<file path="config.mk">
export PLATFORM = sky130hd
export DESIGN_NAME = booth_product_accumulator
export DESIGN_NICKNAME = d
export VERILOG_FILES = /design/src/rtl/booth_product_accumulator.sv
export SDC_FILE = /design/constraint.sdc
export NUM_CORES = 1
export LEC_CHECK = 0
export BUFFER_PORTS_ARGS = -buffer_cell sky130_fd_sc_hd__buf_2
export CAP_MARGIN = 20
export CORE_MARGIN = 3
export CORE_UTILIZATION = 50
export CTS_BUF_LIST = sky130_fd_sc_hd__clkbuf_8
export DETAILED_ROUTE_END_ITERATION = 8
export PLACE_DENSITY = 0.75
export SYNTH_ARGS = -nofsm -noshare
export SYNTH_HDL_FRONTEND = slang
export SYNTH_SLANG_ARGS = --single-unit
</file>
<file path="constraint.sdc">
create_clock -name clk -period 6.09 [get_ports clk]
set_input_delay 1.827 -clock clk [delete_from_list [all_inputs] [get_ports clk]]
set_output_delay 1.827 -clock clk [all_outputs]
set_load 0.02 [all_outputs]
</file>
<file path="src/rtl/booth_product_accumulator.sv">
// booth_product_accumulator
// Sums a burst of signed 2N-bit products from the Booth multiplier into a
// (2N+G)-bit accumulator and holds the result until the consumer takes it.
// Valid/ready handshakes are used on both the input and output sides.
// Optional feature: define ACC_SATURATE_EN to clamp the accumulator on signed
// overflow. When it is undefined, the accumulator wraps modulo 2^AW.
module booth_product_accumulator #(
  parameter int unsigned N = 32,
  parameter int unsigned G = 8
) (
  input  logic                    clk,
  input  logic                    rst,
  input  logic                    in_valid,
  output logic                    in_ready,
  input  logic [2*N-1:0]          in_product,
  input  logic                    in_last,
  output logic                    out_valid,
  input  logic                    out_ready,
  output logic signed [2*N+G-1:0] out_sum,
  output logic [15:0]             out_count,
  output logic                    out_overflow
);

  localparam int unsigned PW = 2 * N;
  localparam int unsigned AW = PW + G;
  localparam int unsigned CW = 16;

  localparam logic signed [AW-1:0] ACC_MAX = {1'b0, {(AW-1){1'b1}}};
  localparam logic signed [AW-1:0] ACC_MIN = {1'b1, {(AW-1){1'b0}}};
  localparam logic [CW-1:0]        CNT_MAX = {CW{1'b1}};

  typedef enum logic [1:0] {
    IDLE  = 2'd0,
    ACCUM = 2'd1,
    HOLD  = 2'd2
  } state_t;

  state_t               state_q, state_d;
  logic signed [AW-1:0] acc_q, acc_d;
  logic [CW-1:0]        cnt_q, cnt_d;
  logic                 ovf_q, ovf_d;

  logic signed [AW-1:0] p_ext;
  logic signed [AW-1:0] sum_raw;
  logic signed [AW-1:0] acc_add;
  logic                 add_ovf;
  logic                 accept;

  // Sign-extend the incoming product and form the raw sum plus its overflow flag.
  always_comb begin
    p_ext   = AW'($signed(in_product));
    sum_raw = acc_q + p_ext;
    add_ovf = (acc_q[AW-1] == p_ext[AW-1]) && (sum_raw[AW-1] != acc_q[AW-1]);
    accept  = in_valid && in_ready;
`ifdef ACC_SATURATE_EN
    if (add_ovf) begin
      acc_add = acc_q[AW-1] ? ACC_MIN : ACC_MAX;
    end else begin
      acc_add = sum_raw;
    end
`else
    acc_add = sum_raw;
`endif
  end

  // Next-state logic and the accumulator datapath update.
  always_comb begin
    state_d = state_q;
    acc_d   = acc_q;
    cnt_d   = cnt_q;
    ovf_d   = ovf_q;
    case (state_q)
      IDLE, ACCUM: begin
        if (accept) begin
          acc_d   = acc_add;
          cnt_d   = (cnt_q == CNT_MAX) ? cnt_q : cnt_q + CW'(1);
          ovf_d   = ovf_q | add_ovf;
          state_d = in_last ? HOLD : ACCUM;
        end
      end
      HOLD: begin
        if (out_ready) begin
          acc_d   = '0;
          cnt_d   = '0;
          ovf_d   = 1'b0;
          state_d = IDLE;
        end
      end
      default: begin
        state_d = IDLE;
      end
    endcase
  end

  // State, datapath and handshake flops; reset discards any partial burst.
  always_ff @(posedge clk or posedge rst) begin
    if (rst) begin
      state_q   <= IDLE;
      acc_q     <= '0;
      cnt_q     <= '0;
      ovf_q     <= 1'b0;
      out_valid <= 1'b0;
      in_ready  <= 1'b1;
    end else begin
      state_q   <= state_d;
      acc_q     <= acc_d;
      cnt_q     <= cnt_d;
      ovf_q     <= ovf_d;
      out_valid <= (state_d == HOLD);
      in_ready  <= (state_d != HOLD);
    end
  end

  // Result outputs come straight from the accumulator registers.
  assign out_sum      = acc_q;
  assign out_count    = cnt_q;
  assign out_overflow = ovf_q;

endmodule

</file>
==> metrics.cfg <==
[status]
status = finished, final reports clean

[timing]
tns_ns = 0
period_share_pct = 80.4
worst_clock_skew_ns = 0.0156
maxSlewHeadroom_pct = 28.7
drv_slew = 0
finalSetupViolations = 0
max_freq_mhz = 204
tightest_slew_ns = 1.06
hold_violations = 0
rsz0062_at_grt = no
layout_min_cycle_time_ns = 4.90

[yosys]
async_flop_share_pct = 100
yosysUniqueCellTypes = 65
synth_edf_count = 0
yosysWarnings = 0
synth_top_cell_area_share_pct = 29.8
ys.flop_type = dfrtp_1
synth_area_leaders = dfrtp_1, ha_1, nand2_1
yosysTopAreaCell = dfrtp_1
ys_ff_latch = 93
syn_inst = 961
avgSynthCellArea_um2 = 8.04
synthMostInstantiatedCell = nand2_1
synth_common_cells = nand2_1, dfrtp_1, a21oi_1, ha_1, o21ai_0
synthesis.area_mm2 = 0.00772
synth_nets = 1103
ys_seq_area_share_pct = 30.2

[critical_path]
worst_path_largest_cell_delay_ns = 0.45
cp_cell_sequence = buf_2, ha_1, inv_1, fa_1, nor2b_1, o211ai_1, a32o_1, a2bb2oi_1, o211ai_1, o211ai_1, a31oi_1, a41o_1, a31oi_1, xor2_1, o21ai_1
crit_type = input pin to register
critPathMaxFanout = 6
crit_arrival_ns = 5.14
cpMostUsedCell = o211ai_1
cp-start-kind = input pin
cp_slowest_cell = o211ai_1
reg2reg_depth = 14
r2r_start = out_sum[0]$_DFFE_PP0P_
rrSetupSlack_ns = 2.31
cp_data_required_time_ns = 6.33
end_kind = register
r2r-end = out_sum[70]$_DFFE_PP0P_

[worst_hold_path]
min_path_type = register to register
whs_path_depth = 2
hold_path.startpoint = out_overflow$_DFFE_PP0P_
hold_end = out_overflow$_DFFE_PP0P_

[clock_tree]
clock_latency_ns = 0.38
htreeDepth = 3
ctsHoldBuffers = 0
numCtsBuffers = 9
cts_tree = done
root_buffer = clkbuf_8
ctsResizeCount = 0
cts_setup_buffers = 0
cts.sinks = 93
clk_pin_slew_ns = 0.09
clk_path_buf_depth = 2

[floorplan]
start_util_pct = 52.1
core_area_mm2 = 0.0148
die_h_um = 130
rows = 44
fp.dieW_um = 130
die-area_mm2 = 0.0170
io_pins = 160

[grt]
grt_max_degree = 72
grt_pass1_wl_um = 33000
grt_usage_pct = 23.8
grt_pass1_vias = 6968
grt_overflow = 0
antenna_found_initial = 0

[routing]
wl_per_cell_um = 16.0
drt-total-wl_um = 20400
ant_nets = 0
viasPerCell = 5.86
dr_total_vias = 7466
route.detailed.drc = 0
firstDrtPassIters = 5
drt_iter0_markers = 585

[place]
place.gp.congestion = 0.922
port_buffers = 159
hpwl_um = 15300

[layout]
regArea_mm2 = 0.00233
antennaDiodeCount = 0
multi_input_area_mm2 = 0.00510
n_fill_cell = 1397
drive_above_1_share_pct = 17.6
nets = 1228
area_delta_synth_final_pct = 13.8
fin_util_pct = 59.4

[power_and_ir_drop]
p_per_area_mw_per_mm2 = 542
leakage_uw = 0.00433
vdd_drop_max_v = 0.000238

[flow_run]
max-cap-violations = 0

==> metal layers <==
layer  share of wire, %  GRT usage [%]
met3                5.6           3.97
met4                2.1           7.52
met5                  0              0
met2                 46           39.2
met1                 46           32.0
==> worst max-delay path, delay by kind of cell <==
family                   cells  cell delay (ns)
AND/OR/NAND/NOR              1             0.17
adder cells (fa/ha/maj)      2             0.54
buffers and inverters        2             0.13
AO/OA/AOI/OAI                9             2.32
XOR/XNOR                     1             0.15
==> per-stage QoR <==
stage          setup slack, ns  instances  hold WS, ns  area [µm²]  total power, µW
6_report                  1.19       1275        0.502        8790             4760
5_1_grt                  0.899       1275        0.520        8790             5200
4_1_cts                   1.19       1275        0.505        8790             4770
3_5_place_dp             0.770       1259        0.475        8600             4330
3_3_place_gp             0.904       1259        0.471        8600             4290
2_1_floorplan             1.48        961        0.544        7720             3520
==> cell usage in the layout (no fill, tap or decap), drive strengths merged, types with 6 or more instances in the layout <==
cell type / n
a21o: 44
a21oi: 91
a31oi: 14
and2: 6
and3: 7
buf: 162
clkbuf: 9
dfrtp: 92
ha: 72
inv: 35
nand2: 141
nand2b: 7
nand3: 23
nand4: 15
nor2: 47
nor2b: 9
nor3: 14
o211ai: 8
o21a: 6
o21ai: 112
o21bai: 16
or3: 13
xnor2: 40
xor2: 33
==> kinds of logic (layout without fill, tap and decap cells) <==
family	count (synthesis)	after routing	share of synthesized area, %
xor+xnor	73	73	8.28
simple gates	300	300	18.0
fa+ha+maj	73	73	11.9
buf+inv	80	210	3.90
flops	93	93	30.2
compound gates	338	338	27.2
mux	4	4	0.535
==> flip-flops by register name, indices dropped and copies added, names as in the netlist <==
| name | flops |
|---|---|
| in_ready | 1 |
| out_valid | 1 |
| out_sum | 72 |
| out_count | 16 |
| state_q | 2 |
| out_overflow | 1 |
==> worst max-delay path by stage <==
stage | slack (ns) | end | cells after the start | startpoint
after floorplan | 1.48 | out_sum[70]$_DFFE_PP0P_ | 14 | in_product[0]
final | 1.19 | out_sum[70]$_DFFE_PP0P_ | 15 | in_product[0]
after detailed placement | 0.77 | out_sum[70]$_DFFE_PP0P_ | 15 | in_product[0]
after global placement | 0.90 | out_sum[70]$_DFFE_PP0P_ | 15 | in_product[0]
after CTS | 1.19 | out_sum[70]$_DFFE_PP0P_ | 15 | in_product[0]
after global routing | 0.90 | out_sum[70]$_DFFE_PP0P_ | 15 | in_product[0]
==> area by class of cell <==
type	count	area share [%]
Timing Repair Buffer	162	9.31
Sequential cell	93	26.5
Clock inverter	7	0.754
Tap cell	184	2.62
Clock buffer	9	1.41
Inverter	32	1.40
Multi-Input combinational cell	788	58.0
==> power breakdown <==
part | internal, µW | switching [µW]
Combinational | 1280 | 1980
Sequential | 871 | 215
Clock | 160 | 260
Total | 2310 | 2450
(Power assumes the default switching activity.)
